==> src/rtl/parity_pkg.sv <==
// Shared definitions for the serial parity link (transmitter and checker).
// Holds the FSM state encoding and the parity-mode constants.
package parity_pkg;

    typedef enum logic [1:0] {
        IDLE   = 2'd0,
        DATA   = 2'd1,
        PARITY = 2'd2
    } state_t;

    // Parity mode: value XORed into the payload parity to form the frame bit.
    localparam logic EVEN = 1'b0;
    localparam logic ODD  = 1'b1;

    // Bit counter width; covers payloads up to 32 bits plus the terminal count.
    localparam int BITCNT_W = 6;

endpackage

==> src/rtl/parity_tx_shifter.sv <==
// Load/shift datapath for parity_tx.
// Ports:
//   clk, rst_n   clock, asynchronous active-low reset
//   load         capture load_data, clear bit counter and parity accumulator
//   shift        shift right one bit, fold the outgoing bit into the parity
//   load_data    parallel word to capture
//   bit0         current LSB of the shift register (bit on the line)
//   acc          running parity of bits already shifted out
//   last_bit     the bit now at bit0 is the final payload bit
module parity_tx_shifter
    import parity_pkg::*;
#(
    parameter int DATA_W = 8
) (
    input  logic              clk,
    input  logic              rst_n,
    input  logic              load,
    input  logic              shift,
    input  logic [DATA_W-1:0] load_data,
    output logic              bit0,
    output logic              acc,
    output logic              last_bit
);

    logic [DATA_W-1:0]   shreg;
    logic [BITCNT_W-1:0] bitcnt;

    // NOTE: state registers use non-blocking assignments so every flop samples
    // the pre-edge value of its neighbours (acc folds the old shreg[0]).
    always_ff @(posedge clk or negedge rst_n) begin
        if (!rst_n) begin
            shreg  <= '0;
            bitcnt <= '0;
            acc    <= 1'b0;
        end else if (load) begin
            shreg  <= load_data;
            bitcnt <= '0;
            acc    <= 1'b0;
        end else if (shift) begin
            shreg  <= shreg >> 1;
            bitcnt <= bitcnt + 1'b1;
            acc    <= acc ^ shreg[0];
        end
    end

    assign bit0     = shreg[0];
    assign last_bit = (bitcnt == BITCNT_W'(DATA_W - 1));

endmodule

==> src/rtl/parity_tx.sv <==
// Serial parity transmitter: accepts a word over valid/ready, sends it
// LSB-first one bit per clock, then appends one parity bit.
// Ports:
//   clk, rst_n   clock, asynchronous active-low reset
//   in_data      parallel word to send
//   in_valid     in_data valid, held until accepted
//   in_ready     a word can be accepted this cycle (IDLE or PARITY)
//   tx           serial payload/parity bit
//   tx_valid     tx carries a frame bit
//   tx_last      tx carries the parity bit
//   ev           parity of payload bits already sent in this frame
//   frame_cnt    completed frames, wraps modulo 2^CNT_W
module parity_tx
    import parity_pkg::*;
#(
    parameter int DATA_W     = 8,
    parameter int ODD_PARITY = 0,
    parameter int CNT_W      = 16
) (
    input  logic              clk,
    input  logic              rst_n,
    input  logic [DATA_W-1:0] in_data,
    input  logic              in_valid,
    output logic              in_ready,
    output logic              tx,
    output logic              tx_valid,
    output logic              tx_last,
    output logic              ev,
    output logic [CNT_W-1:0]  frame_cnt
);

    localparam logic PAR_MODE = (ODD_PARITY != 0) ? ODD : EVEN;

    state_t state_q, state_d;
    logic   load, shift, accept;
    logic   bit0, acc, last_bit;

    parity_tx_shifter #(.DATA_W(DATA_W)) u_shifter (
        .clk       (clk),
        .rst_n     (rst_n),
        .load      (load),
        .shift     (shift),
        .load_data (in_data),
        .bit0      (bit0),
        .acc       (acc),
        .last_bit  (last_bit)
    );

    // Ready decodes registered state only; held low while in reset.
    assign in_ready = rst_n && ((state_q == IDLE) || (state_q == PARITY));
    assign accept   = in_valid && in_ready;

    always_ff @(posedge clk or negedge rst_n) begin
        if (!rst_n) state_q <= IDLE;
        else        state_q <= state_d;
    end

    // NOTE: every signal driven here gets a default first, so no path through
    // the case can leave one unassigned and infer a latch.
    always_comb begin
        state_d = state_q;
        load    = 1'b0;
        shift   = 1'b0;
        case (state_q)
            IDLE: begin
                if (accept) begin
                    load    = 1'b1;
                    state_d = DATA;
                end
            end
            DATA: begin
                shift = 1'b1;
                if (last_bit) state_d = PARITY;
            end
            PARITY: begin
                // Accepting here gives back-to-back frames with no gap.
                if (accept) begin
                    load    = 1'b1;
                    state_d = DATA;
                end else begin
                    state_d = IDLE;
                end
            end
            default: state_d = IDLE;
        endcase
    end

    always_comb begin
        tx       = 1'b0;
        tx_valid = 1'b0;
        tx_last  = 1'b0;
        case (state_q)
            DATA: begin
                tx       = bit0;
                tx_valid = 1'b1;
            end
            PARITY: begin
                tx       = acc ^ PAR_MODE;
                tx_valid = 1'b1;
                tx_last  = 1'b1;
            end
            default: ;
        endcase
    end

    assign ev = acc;

    // A frame completes on the edge that leaves PARITY.
    always_ff @(posedge clk or negedge rst_n) begin
        if (!rst_n)                 frame_cnt <= '0;
        else if (state_q == PARITY) frame_cnt <= frame_cnt + 1'b1;
    end

endmodule

==> config.mk <==
export PLATFORM = sky130hd
export DESIGN_NAME = parity_tx
export DESIGN_NICKNAME = d
export VERILOG_FILES = /design/src/rtl/parity_pkg.sv /design/src/rtl/parity_tx_shifter.sv /design/src/rtl/parity_tx.sv
export SDC_FILE = /design/constraint.sdc
export NUM_CORES = 1
export LEC_CHECK = 0
export ABC_AREA = 1
export CAP_MARGIN = 40
export CORE_ASPECT_RATIO = 0.7
export CORE_MARGIN = 3
export CORE_UTILIZATION = 50
export DETAILED_ROUTE_END_ITERATION = 10
export MAX_ROUTING_LAYER = met4
export PLACE_DENSITY = 0.8
export SETUP_SLACK_MARGIN = 0.5
export SYNTH_ARGS = -nofsm -noshare
export SYNTH_HDL_FRONTEND = slang
export SYNTH_SLANG_ARGS = --single-unit
==> constraint.sdc <==
create_clock -name clk -period 2.64 [get_ports clk]
set_input_delay 0.528 -clock clk [delete_from_list [all_inputs] [get_ports clk]]
set_output_delay 0.528 -clock clk [all_outputs]
set_load 0.01 [all_outputs]
==> results of run 1 <==
-- power groups by stage --
stage          combinational, mW  sequential, mW  clock [mW]
2_1_floorplan              0.460           0.772           0
3_3_place_gp               0.682           0.772           0
3_5_place_dp               0.700           0.774           0
4_1_cts                    0.724           0.763       0.430
5_1_grt                    0.814           0.785       0.456
6_report                   0.721           0.765       0.422
-- area by class of cell --
class                           count  area share [%]
Tap cell                           47           2.630
Multi-Input combinational cell    138           35.76
Sequential cell                    33           36.93
Clock inverter                      1          0.2238
Inverter                           26           4.365
Clock buffer                        7           4.309
Timing Repair Buffer               37           15.78
-- cells in the mapped netlist, drive strengths merged --
master	n
mux2	1
a21boi	1
buf	4
nand4	6
xor2	7
nand2	62
nand3b	1
a21oi	3
inv	26
o21ai	9
or2	1
ha	7
nor2	16
dfrtp	33
xnor2	5
nand3	16
nor3	3
-- metrics by stage --
step / setup slack, ns / instances / instance area [um^2] / total power, mW / utilization [%]
2_1_floorplan: 0.8796 / 201 / 1758 / 1.233 / -
3_3_place_gp: 0.2845 / 278 / 2115 / 1.454 / 64.98
3_5_place_dp: 0.3019 / 278 / 2115 / 1.475 / 64.98
4_1_cts: 0.5191 / 289 / 2233 / 1.916 / 68.63
5_1_grt: 0.4917 / 289 / 2236 / 2.055 / 68.70
6_report: 0.5838 / 289 / 2236 / 1.908 / 68.70
-- layer usage --
layer | part of all wire, % | track usage, % | wire length, um
met3 | 4.8 | 4.531 | 166
met1 | 49 | 25.29 | 1695
met5 | 0 | - | 0
met4 | 1.4 | 8.010 | 47
met2 | 45 | 26.80 | 1569
-- cells by family after synthesis --
kind of cell | Yosys count
buffers and inverters | 30
DFF | 33
muxes | 1
and+or+nand+nor | 105
AOI/OAI and AO/OA | 13
adders and majority gates | 7
xor gates and xnor gates | 12
-- repair_timing --
action / CTS / global route
buffers inserted: 3 / 0
setup endpoints to repair: 4 / 2
gates resized for setup: 4 / 3
-- worst max-delay path, cell delays in order, from the launching register on --
cell and delay, ns:
dfrtp_1 0.40, inv_1 0.09, ha_1 0.16, buf_4 0.17
nor2_4 0.05, nor2_4 0.11, clkdlybuf4s15_1 0.25
-- sequential cells by signal, indices dropped and copies added (netlist names) --
register,flops
u_shifter.shreg,8
state_q,2
u_shifter.acc,1
frame_cnt,16
u_shifter.bitcnt,6
-- path summary, 6_finish.rpt --
check	from	end	slack, ns	cells after the start
setup reg to reg	state_q[1]$_DFFE_PN0P_	u_shifter.bitcnt[5]$_DFFE_PN0P_	1.03	9
setup / recovery	state_q[0]$_DFFE_PN0P_	in_ready	0.58	6
hold reg to reg	frame_cnt[15]$_DFFE_PN0N_	frame_cnt[15]$_DFFE_PN0N_	0.50	2
max in group asynchronous	rst_n	u_shifter.bitcnt[1]$_DFFE_PN0P_	1.64	2
min in group asynchronous	rst_n	frame_cnt[4]$_DFFE_PN0N_	0.70	2
hold / removal	frame_cnt[15]$_DFFE_PN0N_	frame_cnt[15]$_DFFE_PN0N_	0.50	2
==> results.json, run 1 <==
{
  "setup_viol": 0,
  "worst_pin_slew_ns": 0.4116,
  "grt_pass1_wl_mm": 6.072,
  "postCtsHoldBufs": 0,
  "top_level_ports": 32,
  "drtIter0Drc": 69,
  "synth_top_family_by_area": "simple AND/OR/NAND/NOR gates",
  "start_util_pct": 54.02,
  "fin_setup_tns_ns": 0,
  "synthSimpleGateAreaFrac_pct": 29.61,
  "cp_max_fo": 8,
  "grt_max_degree": 34,
  "cp-start-kind": "flop",
  "ctsHtreeMaxLevel": 2,
  "power.density_mw_per_mm2": 853.3,
  "portBuffers": 31,
  "fp.dieArea_mm2": 0.004275,
  "required_ns": 2.11,
  "clock_power_share_pct": 22.1,
  "gp_congestion": 0.8108,
  "ant_nets": 0,
  "grt_usage_pct": 18.68,
  "synth_fa_ha_area_share_pct": 4.982,
  "final_cell_mix": "nand2_1 (57), dfrtp_1 (33), clkdlybuf4s50_1 (27), inv_1 (25), nand3_1 (16)",
  "outcome": "complete, no violations",
  "power.switching_uw": 687.3,
  "netlist_instances": 201,
  "dr.pass1.iters": 4,
  "power_leakage_nw": 1.114,
  "hpwl_mm": 2.391,
  "syn_nets": 219,
  "switching_share_pct": 36.02,
  "power_frac_seq_pct": 40.1,
  "power.internal_mw": 1.221,
  "fp.dieW_um": 76.87,
  "syn_area_per_cell_um2": 8.746,
  "cts_tree": "yes",
  "holdWs_ns": 0.4978,
  "maxSlewHeadroom_pct": 72.56,
  "cts_made_buffers": 5,
  "vias": 1396,
  "cp-end-kind": "output port",
  "clkLatencyLatePin_ns": 0.29,
  "yosys-top-cells-area": "dfrtp_1 (47%), nand2_1 (12%), inv_1 (5.3%)",
  "period_share_pct": 77.89,
  "multi_input_area_um2": 799.5,
  "clock.fmax_mhz": 486.3,
  "clock_skew_ns": 0.005111,
  "final_common_cell": "nand2_1",
  "synth_top_area_share_pct": 46.98,
  "synth_seq_cells": 33,
  "num_rows": 17,
  "antenna_found_initial": 0,
  "n_antenna_cell": 0,
  "syn-cell-area_mm2": 0.001758,
  "period_minus_slack_ns": 2.056,
  "synthToLayoutAreaGrowth_pct": 27.19,
  "drc_errors": 0,
  "synth_xor_area_share_pct": 6.406,
  "clkTransAtPathRegs_ns": 0.07,
  "ys_seq_area_share_pct": 46.98,
  "cts_sinks": 33,
  "layout-drive-gt1-share_pct": 13.64,
  "nets": 259,
  "muxShareOfSynthArea_pct": 0.6406,
  "rsz0062_at_grt": "true",
  "slew_viol_final": 0,
  "routed_wl_mm": 3.478,
  "ir_drop_uv": 599.1,
  "core_mm2": 0.003254,
  "grt_overflow": 0,
  "seqCellArea_um2": 825.8,
  "clock-root-buffer": "clkbuf_8",
  "synth_compound_area_share_pct": 3.843,
  "path_class": "flop to output port",
  "p_comb_share_pct": 37.8,
  "hold_viol_final": 0,
  "final.fill_count": 258,
  "yosys.area.top_type": "dfrtp_1",
  "hold_class": "flop to flop",
  "yosys_warnings": 0,
  "synth_cell_type_count": 26,
  "wl_per_cell_um": 12.03,
  "grt_pass1_vias": 1321,
  "cts_max_path_buffers": 2,
  "viasPerCell": 4.830,
  "maxCapViolations": 0,
  "die_h_um": 55.61,
  "crit_arrival_ns": 1.53
}
(Power assumes the default switching activity.)
==> inputs of run 2 (changes only) <==
==> constraint.sdc (replaced) <==
create_clock -name clk -period 2.07 [get_ports clk]
set_input_delay 0.414 -clock clk [delete_from_list [all_inputs] [get_ports clk]]
set_output_delay 0.414 -clock clk [all_outputs]
set_load 0.01 [all_outputs]
==> run 2 against run 1 <==
Clock power is 2% higher. Clock-buffer cell count is 2 lower. Sequential cell count unchanged. Setup slack lost 0.22 ns. Sequential power rose by 27%. Clock skew rose by 0.00062 ns. Utilization increased by 2.7 points. Largest cell class is now multi-input combinational cells.
==> results.json, run 2 (same netlist as run 1, synthesis figures left out) <==
{
  "wl_per_cell_um": 12.04,
  "clock-root-buffer": "clkbuf_8",
  "power_leakage_nw": 1.216,
  "worst_pin_slew_ns": 0.4087,
  "period_share_pct": 82.29,
  "postCtsHoldBufs": 0,
  "gp_congestion": 0.8096,
  "cts_max_path_buffers": 2,
  "setup_viol": 0,
  "outcome": "complete, no violations",
  "clkTransAtPathRegs_ns": 0.06,
  "grt_pass1_vias": 1351,
  "required_ns": 1.66,
  "fp.dieArea_mm2": 0.004275,
  "clock_skew_ns": 0.005733,
  "power.density_mw_per_mm2": 1048,
  "routed_wl_mm": 3.553,
  "cp-end-kind": "output port",
  "drtIter0Drc": 73,
  "largest_reg_flops": 16,
  "fp.dieW_um": 76.87,
  "final_util_pct": 71.36,
  "viasPerCell": 4.946,
  "grt_pass1_wl_mm": 5.961,
  "ant_nets": 0,
  "drc_errors": 0,
  "holdWs_ns": 0.3470,
  "period_minus_slack_ns": 1.703,
  "path_class": "flop to output port",
  "nets": 267,
  "cts_sinks": 33,
  "cp_max_fo": 3,
  "clock.fmax_mhz": 587.0,
  "top_level_ports": 32,
  "cts_made_buffers": 5,
  "cp-start-kind": "flop",
  "num_rows": 17,
  "ctsHtreeMaxLevel": 2,
  "top_register": "frame_cnt",
  "start_util_pct": 54.02,
  "portBuffers": 31,
  "final_common_cell": "nand2_1",
  "slew_viol_final": 0,
  "grt_usage_pct": 17.85,
  "vias": 1459,
  "clkLatencyLatePin_ns": 0.27,
  "maxCapViolations": 0,
  "largest_registers": "frame_cnt x16, u_shifter.shreg x8, u_shifter.bitcnt x6",
  "crit_arrival_ns": 1.29,
  "synthToLayoutAreaGrowth_pct": 32.10,
  "antenna_found_initial": 0,
  "dr.pass1.iters": 4,
  "n_antenna_cell": 0,
  "ir_drop_uv": 669.9,
  "hold_class": "input pin to async pin",
  "grt_max_degree": 34,
  "final.fill_count": 251,
  "die_h_um": 55.61,
  "hpwl_mm": 2.368,
  "maxSlewHeadroom_pct": 72.76,
  "cts_tree": "yes",
  "layout-drive-gt1-share_pct": 23.39,
  "rsz0062_at_grt": "true",
  "grt_overflow": 0,
  "final_cell_mix": "nand2_1 (54), dfrtp_1 (30), inv_1 (23), dlygate4sd2_1 (18), nand3_1 (16)",
  "core_mm2": 0.003254,
  "hold_viol_final": 0
}
run 2: final cells by class:
class	instances	area [um^2]	share of cell area, %
inverter	26	97.59	4.203
timing repair buffer	45	390.4	16.81
clock inverter	1	5.005	0.2155
tap	47	58.81	2.532
sequential	33	829.5	35.72
multi-input combinational	138	872.1	37.55
clock buffer	5	68.82	2.963
run 2: through the flow:
stage / power, mW / worst slack, ns / instance area [um^2] / cells / setup TNS [ns]
global placement: 1.857 / -0.06053 / 2118 / 278 / -0.06053
detailed placement: 1.883 / -0.05612 / 2118 / 278 / -0.05612
finish: 2.433 / 0.3665 / 2322 / 295 / 0
CTS: 2.372 / 0.3680 / 2257 / 292 / 0
floorplan: 1.577 / 0.5322 / 1762 / 201 / 0
global route: 2.633 / 0.3184 / 2322 / 295 / 0
run 2: critical path, stage by stage (launching register included):
cell and delay (ns):
dfrtp_1 0.39, buf_4 0.15, ha_4 0.16, nand2_1 0.07, a21boi_2 0.12, buf_2 0.14
run 2: what timing repair did:
item,4_1_cts,5_1_grt
setup buffers,8,3
pin swaps,0,4
endpoints found under the setup margin,32,15
cloned,0,0
resized for setup,47,10
run 2: layer usage:
metal | vias to the layer above | wire, um | track usage [%]
met1 | 680 | 1652 | 24.82
met2 | 45 | 1620 | 26.30
met4 | 0 | 76 | 4.393
li1 | 724 | - | -
met3 | 10 | 203 | 4.531
met5 | - | 0 | -
run 2: final timing paths:
path / start / to / slack, ns / depth (start not counted)
worst max-delay path: state_q[1]$_DFFE_PN0P_ / tx / 0.37 / 5
worst min-delay path: rst_n / frame_cnt[5]$_DFFE_PN0N_ / 0.35 / 2
worst max register to register: state_q[1]$_DFFE_PN0P_ / frame_cnt[9]$_DFFE_PN0N_ / 0.52 / 9
worst min register to register: frame_cnt[15]$_DFFE_PN0N_ / frame_cnt[15]$_DFFE_PN0N_ / 0.50 / 2
max in group asynchronous: rst_n / frame_cnt[3]$_DFFE_PN0N_ / 1.39 / 2
min in group clk: frame_cnt[15]$_DFFE_PN0N_ / frame_cnt[15]$_DFFE_PN0N_ / 0.50 / 2
run 2: report_power, final:
part           leakage (nW)  switching (mW)  internal (mW)
Clock                0.0399           0.211          0.221
Sequential            0.427           0.142          0.826
Combinational         0.749           0.548          0.486
Total                  1.22           0.900           1.53
==> inputs of run 3 (changes only) <==
==> constraint.sdc (replaced) <==
create_clock -name clk -period 1.8 [get_ports clk]
set_input_delay 0.36 -clock clk [delete_from_list [all_inputs] [get_ports clk]]
set_output_delay 0.36 -clock clk [all_outputs]
set_load 0.01 [all_outputs]
==> run 3 against run 2 <==
The run now ends with setup timing left. Worst hold slack improved by 0.17 ns. Clock-buffer cell count increased by 3. Critical path depth increased by 7. Clock power increased by 29%. Power increased by 60%. Cell count increased by 13%. First-iteration DRC count increased to 2.9 times the previous value. Combinational power increased by 110%. Non-clock buffer count increased by 35. Clock skew increased by 0.0031 ns. Wire length increased by 94%. Highest routed layer unchanged.
==> results.json, run 3 (same netlist as run 1, synthesis figures left out) <==
{
  "outcome": "complete, but fails checks",
  "violations": "setup timing",
  "cp-end-kind": "flop",
  "top_level_ports": 32,
  "clock-root-buffer": "clkbuf_8",
  "setup_slack_ns": -0.03055,
  "clock_skew_ns": 0.008827,
  "clock.fmax_mhz": 546.3,
  "crit_arrival_ns": 2.00,
  "nets": 304,
  "crit_top_cell": "buf_6",
  "largest_registers": "frame_cnt x16, u_shifter.shreg x8, u_shifter.bitcnt x6",
  "period_share_pct": 101.7,
  "core_mm2": 0.003254,
  "drc_errors": 0,
  "hold_class": "flop to flop",
  "clkTransAtPathRegs_ns": 0.07,
  "portBuffers": 31,
  "cts_max_path_buffers": 2,
  "grtUsageMet3_pct": 5.502,
  "critPathMaxStageDelay_ns": 0.40,
  "final_common_cell": "nand2_1",
  "wl_per_cell_um": 20.63,
  "top_register": "frame_cnt",
  "synthToLayoutAreaGrowth_pct": 64.84,
  "n_antenna_cell": 0,
  "required_ns": 1.97,
  "path_cells": "inv_2 -> buf_6 -> ha_4 -> buf_4 -> buf_6 -> buf_8 -> buf_12 -> inv_8 -> nor2_4 -> nand2_2 -> o21ai_1 -> a21oi_1",
  "die_h_um": 55.61,
  "power_leakage_nw": 1.500,
  "fp.dieArea_mm2": 0.004275,
  "routed_wl_mm": 6.890,
  "gp_congestion": 0.8124,
  "grt_pass1_wl_mm": 8.949,
  "num_rows": 17,
  "maxSlewHeadroom_pct": 70.91,
  "antenna_found_initial": 0,
  "grt_overflow": 0,
  "setup_viol": 3,
  "viasPerCell": 5.674,
  "layout-drive-gt1-share_pct": 51.22,
  "dr.pass1.iters": 4,
  "slew_viol_final": 0,
  "power.density_mw_per_mm2": 1340,
  "slowest_stage": "dfrtp_1",
  "grt_pass1_vias": 1809,
  "grt_usage_pct": 28.07,
  "ir_drop_uv": 1003,
  "drtIter0Drc": 213,
  "ctsHtreeMaxLevel": 2,
  "final_cell_mix": "nand2_1 (36), buf_4 (32), dfrtp_1 (29), inv_1 (22)",
  "period_minus_slack_ns": 1.831,
  "cp_max_fo": 5,
  "clkLatencyLatePin_ns": 0.30,
  "fin_setup_tns_ns": -0.06256,
  "grt_use_met2_pct": 46.90,
  "cp-start-kind": "flop",
  "start_util_pct": 54.02,
  "hpwl_mm": 2.540,
  "grt_max_degree": 34,
  "maxCapViolations": 0,
  "postCtsHoldBufs": 0,
  "cts_tree": "yes",
  "path_class": "flop to flop",
  "largest_reg_flops": 16,
  "vias": 1895,
  "gr-usage-met1_pct": 32.71,
  "ant_nets": 0,
  "hold_viol_final": 0,
  "cts_made_buffers": 5,
  "fp.dieW_um": 76.87,
  "worst_pin_slew_ns": 0.4363,
  "final_util_pct": 89.04,
  "cts_sinks": 33,
  "busiest_layer": "met2",
  "rsz0062_at_grt": "true"
}
run 3: cell count changes in the layout (fill, tap and decap cells not counted), sizes merged:
cell           before  now
clkdlybuf4s15       0    5
clkbuf              5   18
nand2              62   63
buf                18   55
clkdlybuf4s50       9   10
dlygate4sd2        18    0
run 3: layout make-up:
| type | instances | area [um^2] |
|---|---|---|
| repair buffers | 80 | 683.2 |
| fillers | 143 | 356.6 |
| clock buffers | 8 | 80.08 |
| flip-flops and latches | 33 | 830.8 |
| repair inverters | 1 | 16.27 |
| multi-input cells | 139 | 1124 |
| well taps | 47 | 58.81 |
| inverters | 26 | 105.1 |
run 3: what timing repair did:
item | CTS | global route
gates cloned | 1 | 1
pin swaps | 15 | 16
endpoints found under the setup margin | 52 | 47
gates resized for setup | 111 | 54
buffers inserted | 28 | 12
run 3: path summary, 6_finish.rpt:
kind	startpoint	end	slack [ns]	cells after the start
worst max register to register	state_q[1]$_DFFE_PN0P_	u_shifter.bitcnt[4]$_DFFE_PN0P_	-0.03	12
worst max-delay path	state_q[1]$_DFFE_PN0P_	u_shifter.bitcnt[4]$_DFFE_PN0P_	-0.03	12
worst min register to register	frame_cnt[15]$_DFFE_PN0N_	frame_cnt[15]$_DFFE_PN0N_	0.52	2
min in group asynchronous	rst_n	frame_cnt[4]$_DFFE_PN0N_	0.56	2
max in group asynchronous	rst_n	frame_cnt[9]$_DFFE_PN0N_	0.88	2
worst min-delay path	frame_cnt[15]$_DFFE_PN0N_	frame_cnt[15]$_DFFE_PN0N_	0.52	2
run 3: worst max-delay path: cells and delay by family, from the launching register on:
kind | cells | cell delay (ns)
buf+inv | 7 | 0.71
flops | 1 | 0.40
fa+ha+maj | 1 | 0.13
compound gates | 2 | 0.27
simple gates | 2 | 0.18
run 3: per-layer routing:
layer	wire length, um	vias to the layer above
met3	695	34
met4	346	0
met1	2579	920
met2	3267	134
met5	0	-
li1	-	807
run 3: report_power, final:
| part | switching [mW] | internal [mW] | total (mW) | leakage, nW |
|---|---|---|---|---|
| Clock | 0.280 | 0.275 | 0.555 | 0.0395 |
| Combinational | 1.14 | 1.01 | 2.15 | 1.03 |
| Sequential | 0.233 | 0.949 | 1.18 | 0.426 |
run 3: per-stage QoR:
stage,hold WS [ns],cells,worst slack (ns),power (mW),cell area (um^2)
CTS,0.5215,321,0.09612,3.338,2669
detailed placement,0.5076,284,-0.2246,2.260,2162
floorplan,0.06441,201,0.3140,1.818,1764
global route,0.5699,334,-0.09144,4.074,2898
global placement,0.4680,284,-0.2239,2.213,2162
finish,0.5170,334,-0.03055,3.883,2898
